--- src/rtl/poly_tile_issuer_if.sv ---
// Handshake bundle between the tile issuer, its job requester and the poly_mul core.
// No storage; the issuer drives the master side, requester/core drive the slave side.
// cycles_o exists only when ISSUER_PERF_CNT_EN is defined.
interface poly_tile_issuer_if #(
  parameter int DEGREE_N  = 16,
  parameter int TILE_N    = 4,
  parameter int BIT_WIDTH = 8
);
  localparam int PW = DEGREE_N * BIT_WIDTH;
  localparam int TW = TILE_N * BIT_WIDTH;

  // job request side
  logic          req_i;
  logic [PW-1:0] c00_i;
  logic [PW-1:0] c01_i;
  logic [PW-1:0] c10_i;
  logic [PW-1:0] c11_i;
  logic          busy_o;
  logic          done_o;
  logic [1:0]    prod_idx_o;

  // poly_mul core side
  logic [TW-1:0] as_o;
  logic [TW-1:0] bs_o;
  logic          start_o;
  logic          ready_i;
  logic          poly_mul_done_i;
  logic          rst_poly_mul_o;

`ifdef ISSUER_PERF_CNT_EN
  logic [31:0]   cycles_o;

  modport master (
    input  req_i, c00_i, c01_i, c10_i, c11_i, ready_i, poly_mul_done_i,
    output busy_o, done_o, prod_idx_o, as_o, bs_o, start_o, rst_poly_mul_o, cycles_o
  );

  modport slave (
    output req_i, c00_i, c01_i, c10_i, c11_i, ready_i, poly_mul_done_i,
    input  busy_o, done_o, prod_idx_o, as_o, bs_o, start_o, rst_poly_mul_o, cycles_o
  );
`else
  modport master (
    input  req_i, c00_i, c01_i, c10_i, c11_i, ready_i, poly_mul_done_i,
    output busy_o, done_o, prod_idx_o, as_o, bs_o, start_o, rst_poly_mul_o
  );

  modport slave (
    output req_i, c00_i, c01_i, c10_i, c11_i, ready_i, poly_mul_done_i,
    input  busy_o, done_o, prod_idx_o, as_o, bs_o, start_o, rst_poly_mul_o
  );
`endif
endinterface

--- src/rtl/poly_tile_issuer.sv ---
// Sequences the 4 ciphertext tensor products into TILE_N x TILE_N tile issues for poly_mul_wrapper.
// Latency: first start_o 1 cycle after accept; per product T*T issues + WAIT_DONE + 2 core-reset cycles.
// Backpressure: tiles after the first of a product wait for ready_i; products wait for poly_mul_done_i.
// Optional cycle counter (cycles_o) enabled by defining ISSUER_PERF_CNT_EN.
module poly_tile_issuer #(
  parameter int DEGREE_N  = 16,
  parameter int TILE_N    = 4,
  parameter int BIT_WIDTH = 8
) (
  input  logic                 clk,
  input  logic                 rst,
  poly_tile_issuer_if.master   bus
);
  // DEGREE_N must be a multiple of TILE_N
  localparam int T  = DEGREE_N / TILE_N;
  localparam int IW = (T > 1) ? $clog2(T) : 1;
  localparam int PW = DEGREE_N * BIT_WIDTH;
  localparam int TW = TILE_N * BIT_WIDTH;

  typedef enum logic [2:0] {
    S_IDLE,
    S_ISSUE,
    S_WAIT_RDY,
    S_WAIT_DONE,
    S_RST_PM,
    S_RST_GAP,
    S_FIN
  } state_t;

  state_t        state_q, state_d;
  logic [PW-1:0] c00_q, c00_d;
  logic [PW-1:0] c01_q, c01_d;
  logic [PW-1:0] c10_q, c10_d;
  logic [PW-1:0] c11_q, c11_d;
  logic [IW-1:0] i_q, i_d;            // A tile index of the tile last issued / about to issue
  logic [IW-1:0] j_q, j_d;            // B tile index of the tile last issued / about to issue
  logic [1:0]    prod_q, prod_d;
  logic [TW-1:0] as_q, as_d;
  logic [TW-1:0] bs_q, bs_d;
  logic          start_q, start_d;
  logic          done_q, done_d;
  logic          busy_q, busy_d;
  logic          rst_pm_q, rst_pm_d;

  logic [1:0]    prod_nxt;
  logic          last_tile;

  // Extract tile idx of a polynomial; constant-index selects keep the mux shallow and width-clean.
  function automatic logic [TW-1:0] tile_of(input logic [PW-1:0] poly, input logic [IW-1:0] idx);
    logic [TW-1:0] r;
    r = '0;
    for (int k = 0; k < T; k++) begin
      if (idx == IW'(k)) r = poly[k*TW +: TW];
    end
    return r;
  endfunction

  // A operand: products 0,2 use c01, products 1,3 use c00.
  function automatic logic [PW-1:0] a_sel(input logic [1:0] p, input logic [PW-1:0] c00,
                                          input logic [PW-1:0] c01);
    return p[0] ? c00 : c01;
  endfunction

  // B operand: products 0,1 use c11, products 2,3 use c10.
  function automatic logic [PW-1:0] b_sel(input logic [1:0] p, input logic [PW-1:0] c10,
                                          input logic [PW-1:0] c11);
    return p[1] ? c10 : c11;
  endfunction

  // Next-state and registered-output computation for the tile sequencer.
  always_comb begin
    state_d   = state_q;
    c00_d     = c00_q;
    c01_d     = c01_q;
    c10_d     = c10_q;
    c11_d     = c11_q;
    i_d       = i_q;
    j_d       = j_q;
    prod_d    = prod_q;
    as_d      = as_q;
    bs_d      = bs_q;
    busy_d    = busy_q;
    start_d   = 1'b0;
    done_d    = 1'b0;
    rst_pm_d  = 1'b1;
    prod_nxt  = prod_q + 2'd1;
    last_tile = (i_q == IW'(T - 1)) && (j_q == IW'(T - 1));

    case (state_q)
      S_IDLE: begin
        if (bus.req_i) begin
          // Operands are captured here and never re-sampled during the job.
          c00_d   = bus.c00_i;
          c01_d   = bus.c01_i;
          c10_d   = bus.c10_i;
          c11_d   = bus.c11_i;
          i_d     = '0;
          j_d     = '0;
          prod_d  = 2'd0;
          as_d    = tile_of(bus.c01_i, '0);
          bs_d    = tile_of(bus.c11_i, '0);
          start_d = 1'b1;
          busy_d  = 1'b1;
          state_d = S_ISSUE;
        end
      end

      S_ISSUE: begin
        // Advance to the next (i,j) now so WAIT_RDY only has to load the operands.
        if (last_tile) begin
          state_d = S_WAIT_DONE;
        end else begin
          if (j_q == IW'(T - 1)) begin
            j_d = '0;
            i_d = i_q + IW'(1);
          end else begin
            j_d = j_q + IW'(1);
          end
          state_d = S_WAIT_RDY;
        end
      end

      S_WAIT_RDY: begin
        if (bus.ready_i) begin
          as_d    = tile_of(a_sel(prod_q, c00_q, c01_q), i_q);
          bs_d    = tile_of(b_sel(prod_q, c10_q, c11_q), j_q);
          start_d = 1'b1;
          state_d = S_ISSUE;
        end
      end

      S_WAIT_DONE: begin
        if (bus.poly_mul_done_i) begin
          rst_pm_d = 1'b0;
          state_d  = S_RST_PM;
        end
      end

      S_RST_PM: begin
        // rst_pm_d defaults high: one guard cycle with the core out of reset.
        state_d = S_RST_GAP;
      end

      S_RST_GAP: begin
        if (prod_q == 2'd3) begin
          done_d  = 1'b1;
          state_d = S_FIN;
        end else begin
          // First tile of the next product is issued without waiting for ready_i.
          prod_d  = prod_nxt;
          i_d     = '0;
          j_d     = '0;
          as_d    = tile_of(a_sel(prod_nxt, c00_q, c01_q), '0);
          bs_d    = tile_of(b_sel(prod_nxt, c10_q, c11_q), '0);
          start_d = 1'b1;
          state_d = S_ISSUE;
        end
      end

      S_FIN: begin
        // Requests seen in this cycle are dropped: IDLE is only reached at the next edge.
        busy_d  = 1'b0;
        prod_d  = 2'd0;
        state_d = S_IDLE;
      end

      default: begin
        state_d = S_IDLE;
      end
    endcase
  end

  // State and output registers; reset clears everything including any partial job.
  always_ff @(posedge clk or negedge rst) begin
    if (!rst) begin
      state_q  <= S_IDLE;
      c00_q    <= '0;
      c01_q    <= '0;
      c10_q    <= '0;
      c11_q    <= '0;
      i_q      <= '0;
      j_q      <= '0;
      prod_q   <= 2'd0;
      as_q     <= '0;
      bs_q     <= '0;
      start_q  <= 1'b0;
      done_q   <= 1'b0;
      busy_q   <= 1'b0;
      rst_pm_q <= 1'b1;
    end else begin
      state_q  <= state_d;
      c00_q    <= c00_d;
      c01_q    <= c01_d;
      c10_q    <= c10_d;
      c11_q    <= c11_d;
      i_q      <= i_d;
      j_q      <= j_d;
      prod_q   <= prod_d;
      as_q     <= as_d;
      bs_q     <= bs_d;
      start_q  <= start_d;
      done_q   <= done_d;
      busy_q   <= busy_d;
      rst_pm_q <= rst_pm_d;
    end
  end

  assign bus.as_o           = as_q;
  assign bus.bs_o           = bs_q;
  assign bus.start_o        = start_q;
  assign bus.done_o         = done_q;
  assign bus.busy_o         = busy_q;
  assign bus.rst_poly_mul_o = rst_pm_q;
  assign bus.prod_idx_o     = prod_q;

`ifdef ISSUER_PERF_CNT_EN
  logic [31:0] cycles_q, cycles_d;

  // Job cycle count: 1 at the accept edge, +1 per edge while working, frozen in FIN and IDLE.
  always_comb begin
    cycles_d = cycles_q;
    if (state_q == S_IDLE) begin
      if (bus.req_i) cycles_d = 32'd1;
    end else if (state_q != S_FIN) begin
      cycles_d = cycles_q + 32'd1;
    end
  end

  // Cycle counter register.
  always_ff @(posedge clk or negedge rst) begin
    if (!rst) cycles_q <= 32'd0;
    else      cycles_q <= cycles_d;
  end

  assign bus.cycles_o = cycles_q;
`endif
endmodule

--- src/flat_wrapper.sv ---
// flat-port wrapper written by rule: the top's interface ports become plain ports
module poly_tile_issuer_flat 
#(
  parameter int DEGREE_N  = 16,
  parameter int TILE_N    = 4,
  parameter int BIT_WIDTH = 8
)
  (clk, rst, bus_req_i, bus_c00_i, bus_c01_i, bus_c10_i, bus_c11_i, bus_ready_i, bus_poly_mul_done_i, bus_busy_o, bus_done_o, bus_prod_idx_o, bus_as_o, bus_bs_o, bus_start_o, bus_rst_poly_mul_o);
  poly_tile_issuer_if #(.DEGREE_N(DEGREE_N), .TILE_N(TILE_N), .BIT_WIDTH(BIT_WIDTH)) bus_i ();
  input  logic clk;
  input  logic rst;
  input wire logic [$bits(bus_i.req_i)-1:0] bus_req_i;
  input wire logic [$bits(bus_i.c00_i)-1:0] bus_c00_i;
  input wire logic [$bits(bus_i.c01_i)-1:0] bus_c01_i;
  input wire logic [$bits(bus_i.c10_i)-1:0] bus_c10_i;
  input wire logic [$bits(bus_i.c11_i)-1:0] bus_c11_i;
  input wire logic [$bits(bus_i.ready_i)-1:0] bus_ready_i;
  input wire logic [$bits(bus_i.poly_mul_done_i)-1:0] bus_poly_mul_done_i;
  output wire logic [$bits(bus_i.busy_o)-1:0] bus_busy_o;
  output wire logic [$bits(bus_i.done_o)-1:0] bus_done_o;
  output wire logic [$bits(bus_i.prod_idx_o)-1:0] bus_prod_idx_o;
  output wire logic [$bits(bus_i.as_o)-1:0] bus_as_o;
  output wire logic [$bits(bus_i.bs_o)-1:0] bus_bs_o;
  output wire logic [$bits(bus_i.start_o)-1:0] bus_start_o;
  output wire logic [$bits(bus_i.rst_poly_mul_o)-1:0] bus_rst_poly_mul_o;
  assign bus_i.req_i = bus_req_i;
  assign bus_i.c00_i = bus_c00_i;
  assign bus_i.c01_i = bus_c01_i;
  assign bus_i.c10_i = bus_c10_i;
  assign bus_i.c11_i = bus_c11_i;
  assign bus_i.ready_i = bus_ready_i;
  assign bus_i.poly_mul_done_i = bus_poly_mul_done_i;
  assign bus_busy_o = bus_i.busy_o;
  assign bus_done_o = bus_i.done_o;
  assign bus_prod_idx_o = bus_i.prod_idx_o;
  assign bus_as_o = bus_i.as_o;
  assign bus_bs_o = bus_i.bs_o;
  assign bus_start_o = bus_i.start_o;
  assign bus_rst_poly_mul_o = bus_i.rst_poly_mul_o;
  poly_tile_issuer #(.DEGREE_N(DEGREE_N), .TILE_N(TILE_N), .BIT_WIDTH(BIT_WIDTH)) u_core (.clk(clk), .rst(rst), .bus(bus_i));
endmodule
--- config.mk ---
export PLATFORM = sky130hd
export DESIGN_NAME = poly_tile_issuer_flat
export DESIGN_NICKNAME = d
export VERILOG_FILES = /design/src/rtl/poly_tile_issuer_if.sv /design/src/rtl/poly_tile_issuer.sv /design/src/flat_wrapper.sv
export SDC_FILE = /design/constraint.sdc
export NUM_CORES = 1
export LEC_CHECK = 0
export CAP_MARGIN = 0
export CORE_MARGIN = 1
export CORE_UTILIZATION = 47
export CTS_CLUSTER_DIAMETER = 30
export CTS_CLUSTER_SIZE = 25
export DETAILED_ROUTE_END_ITERATION = 10
export GPL_TIMING_DRIVEN = 0
export PLACE_DENSITY_LB_ADDON = 0.3
export SLEW_MARGIN = 20
export SYNTH_ARGS = -nofsm -noshare
export SYNTH_HDL_FRONTEND = slang
export SYNTH_SLANG_ARGS = --single-unit
--- constraint.sdc ---
create_clock -name clk -period 1.6 [get_ports clk]
set_input_delay 0.24 -clock clk [delete_from_list [all_inputs] [get_ports clk]]
set_output_delay 0.24 -clock clk [all_outputs]
set_load 0.02 [all_outputs]
==> qor.txt <==
Reg area - 14700 sq um
Worst r2r path cells - 6
Min cycle time layout - 2020 ps
Area of the multi-input gates - 13000 sq um
Status - complete, but fails checks
Mapped cell area - 27700 sq um
Post-synth EDFFs - 0
Combinational family with the most area after synthesis - multiplexers
Worst Path Arrival - 2600 ps
Sequential fraction of the synthesis area - 53.2%
Io pins - 587
DR vias/cell - 5.88
Complex-gate fraction of the synthesized area - 7.94%
Crit-path slowest cell - dfrtp_2
Fin crit share - 126%
Antenna-violating nets left - 0
Setup ws final - -416 ps
Global-route wire length before repair - 143 mm
Min-delay worst type - input pin to async pin
Core area - 57900 sq um
H-tree levels - 4
Max Slew Vio Count - 0
Nets - 3406
Synth Area in Adders - 0.407%
Clock slew at reported path FFs - 50 ps
CTS Hold Buffers Added - 2
Post-synth net total - 2633
Buffers & Inverters on Critical Path - 2
Row cnt - 88
Clock Path Buffers - 3
Crit path cell chain - ha_4 -> and4bb_2 -> a211o_4 -> clkbuf_16 -> buf_12 -> a31oi_1
Launch point of the worst path - u_core.bus.prod_idx_o[0]$_DFFE_PN0P_
Die width - 245 um
Syn_area_per_cell - 13.1 sq um
Starting density of the core - 47.8%
Flip-flop and latch count after synthesis - 589
Clock skew - 38.0 ps
Final Setup Violations - 619
Ys flop type - dfrtp_1
Synthesis-to-layout area growth - 54.0%
GR Overflow Total - 0
R2r setup slk - -420 ps
Mux cell area share after synthesis - 32.5%
Pin count of the biggest net entering global routing - 101
Global placer's final weighted congestion - 0.892
Number of max-cap violations - 0
Ys async rst share - 100%
Post-synth cell types - 36
Setup repair after global routing missed its margin - true
Worst Path Max Fanout - 6
Initial antenna violation count - 46
CTS tree - yes
# DRC - 0
Xor/xnor share of the synthesized area - 0%
Fin cells - 3789
Vias - 22300
Final hold viol count - 161
Final Power - 96.2 mW
Pwr dens - 2260 nW/um^2
Crit-path max cell delay - 430 ps
Post-DP HPWL - 69.8 mm
Psw - 32.9 mW
Req. time, crit path - 2190 ps
Crit-path leading delay family - compound AO/OA/AOI/OAI gates
Pre-CTS setup slack - -821 ps
Worst Max-Slew Pin Slew - 874 ps
GRT Util Overall - 32.1%
Insertion delay to the later sink of the worst-skew pair - 710 ps
Share of cells above drive strength 1 - 36.1%
Initial DRC count - 1519
WHS - -487 ps
Simple-Gate Fraction of Synth Area - 2.41%
Routed WL per cell - 27.7 um
Internal power - 63.3 mW
Port Buffers - 586
Crit path kind - flip-flop to flip-flop
Flop pwr share - 29.1%
Number of global-route vias before repair - 23400
Clock share of power - 29.5%
Yosys warnings - 0
Cells after synthesis - 2107
Drt first pass iters - 5
Worst Setup Start Kind - flip-flop
Die height - 245 um
Placed instance count - 3464
Worst reg2reg path startpoint - u_core.bus.prod_idx_o[0]$_DFFE_PN0P_
Sink Count - 589
Maximum VDD drop - 1240 uV
Switching Share - 34.2%
CTS buffer count - 136
Static Leak - 17.2 nW
Die area - 59900 sq um
Violated checks - negative hold slack, negative setup slack
Critical Path Sink Type - flip-flop
CTS Root Cell - clkbuf_16
Max-Slew Margin vs Limit - 41.5%
Comb pwr share - 41.4%
Reg2reg end - u_core.bus.as_o[12]$_DFFE_PN0P_
FMAX - 496 MHz
Final WL - 105 mm
Fillers - 3710
[what timing repair did]
| item | in CTS | in global routing |
|---|---|---|
| resized for setup | 168 | 513 |
| endpoints found under the hold margin | 111 | 64 |
| gates cloned | 0 | 29 |
| endpoints found under the setup margin | 654 | 669 |
| setup buffers | 0 | 16 |
| pin swaps | 0 | 19 |
[how the worst max path moves through the flow]
stage	end	depth (start not counted)
2_1_floorplan	u_core.c00_q[114]$_DFFE_PN0P_	5
3_3_place_gp	u_core.bus.prod_idx_o[0]$_DFFE_PN0P_	1
3_5_place_dp	u_core.bus.bs_o[13]$_DFFE_PN0P_	7
4_1_cts	u_core.c10_q[92]$_DFFE_PN0P_	5
5_1_grt	u_core.bus.as_o[12]$_DFFE_PN0P_	8
6_report	u_core.bus.as_o[12]$_DFFE_PN0P_	6
[per-layer routing]
layer | routed length, um | up-vias | global-route usage [%] | share of wire [%]
met5 | 127 | - | 0 | 0.12
met4 | 5930 | 20 | 18.5 | 5.7
met3 | 8650 | 344 | 9.16 | 8.2
met2 | 51500 | 1164 | 53.4 | 49
met1 | 38700 | 11300 | 37.0 | 37
li1 | - | 9433 | - | -
[worst reg2reg max path, stage by stage, from the launching register on]
cell       delay, ps
dfrtp_2          430
ha_4             170
and4bb_2         240
a211o_4          400
clkbuf_16        220
buf_12           160
a31oi_1          300
[cells in the final DEF (no fill, tap or decap), types with 16 or more instances in the layout]
cell,count
a22oi_2,24
clkbuf_1,18
buf_4,24
bufinv_16,16
clkbuf_4,20
mux2i_1,311
a22oi_1,40
clkdlybuf4s50_1,525
clkbuf_16,168
nor2_1,112
clkbuf_8,23
clkinv_2,19
mux2_2,378
mux2_4,135
a21oi_1,64
buf_6,35
buf_8,29
diode_2,39
dlymetal6s2s_1,24
nor2_2,17
a31oi_1,52
o22ai_1,63
dfrtp_1,581
o211ai_1,65
buf_12,49
[power by group through the flow]
stage	Sequential (mW)	Clock (mW)	Combinational (mW)
2_1_floorplan	27.0	0	21.0
3_3_place_gp	27.1	0	30.9
3_5_place_dp	27.5	0	32.0
4_1_cts	27.4	28.5	32.7
5_1_grt	28.7	29.4	41.7
6_report	28.0	28.4	39.8
[registers in the layout, indices dropped and copies added, names as in the netlist, 3 cells and up]
signal,flops
u_core.bus.as_o,32
u_core.bus.bs_o,32
u_core.c00_q,128
u_core.c01_q,128
u_core.c10_q,128
u_core.c11_q,128
u_core.state_q,3
[stage by stage]
stage	setup TNS (ps)	util [%]	area [sq um]
2_1_floorplan	-6840	-	27900
3_3_place_gp	-	60.0	34800
3_5_place_dp	-456120	60.3	34900
4_1_cts	-208070	68.9	39900
5_1_grt	-208280	73.6	42600
6_report	-174250	73.6	42600
[Yosys cell counts, types with 9 or more instances]
| cell | instances | area share [%] |
|---|---|---|
| dfrtp_1 | 588 | 53 |
| a21oi_1 | 68 | 1.2 |
| a22oi_1 | 64 | 1.7 |
| o211ai_1 | 65 | 1.8 |
| mux2_2 | 513 | 21 |
| a31oi_1 | 66 | 1.5 |
| buf_2 | 41 | 0.74 |
| clkbuf_1 | 41 | 0.56 |
| nor2_1 | 134 | 1.8 |
| buf_1 | 16 | 0.22 |
| o22ai_1 | 64 | 1.4 |
| buf_4 | 70 | 1.9 |
| mux2i_1 | 322 | 12 |
| inv_1 | 9 | 0.12 |
| ha_1 | 9 | 0.41 |
[logic make-up after synthesis]
kind of cell | Yosys count
compound gates | 337
simple gates | 160
mux | 835
buf+inv | 177
flops | 589
fa+ha+maj | 9
[cell type report]
cell class                 instances  area share (%)
timing repair buffer             639            16.3
antenna                           39           0.229
sequential                       589            34.6
buffer                           164            4.94
tap                              765            2.24
clock buffer                     173            8.98
inverter                           9          0.0792
multi-input combinational       1341            30.5
clock inverter                    70            2.09
Power figures use the tool's default switching activity.
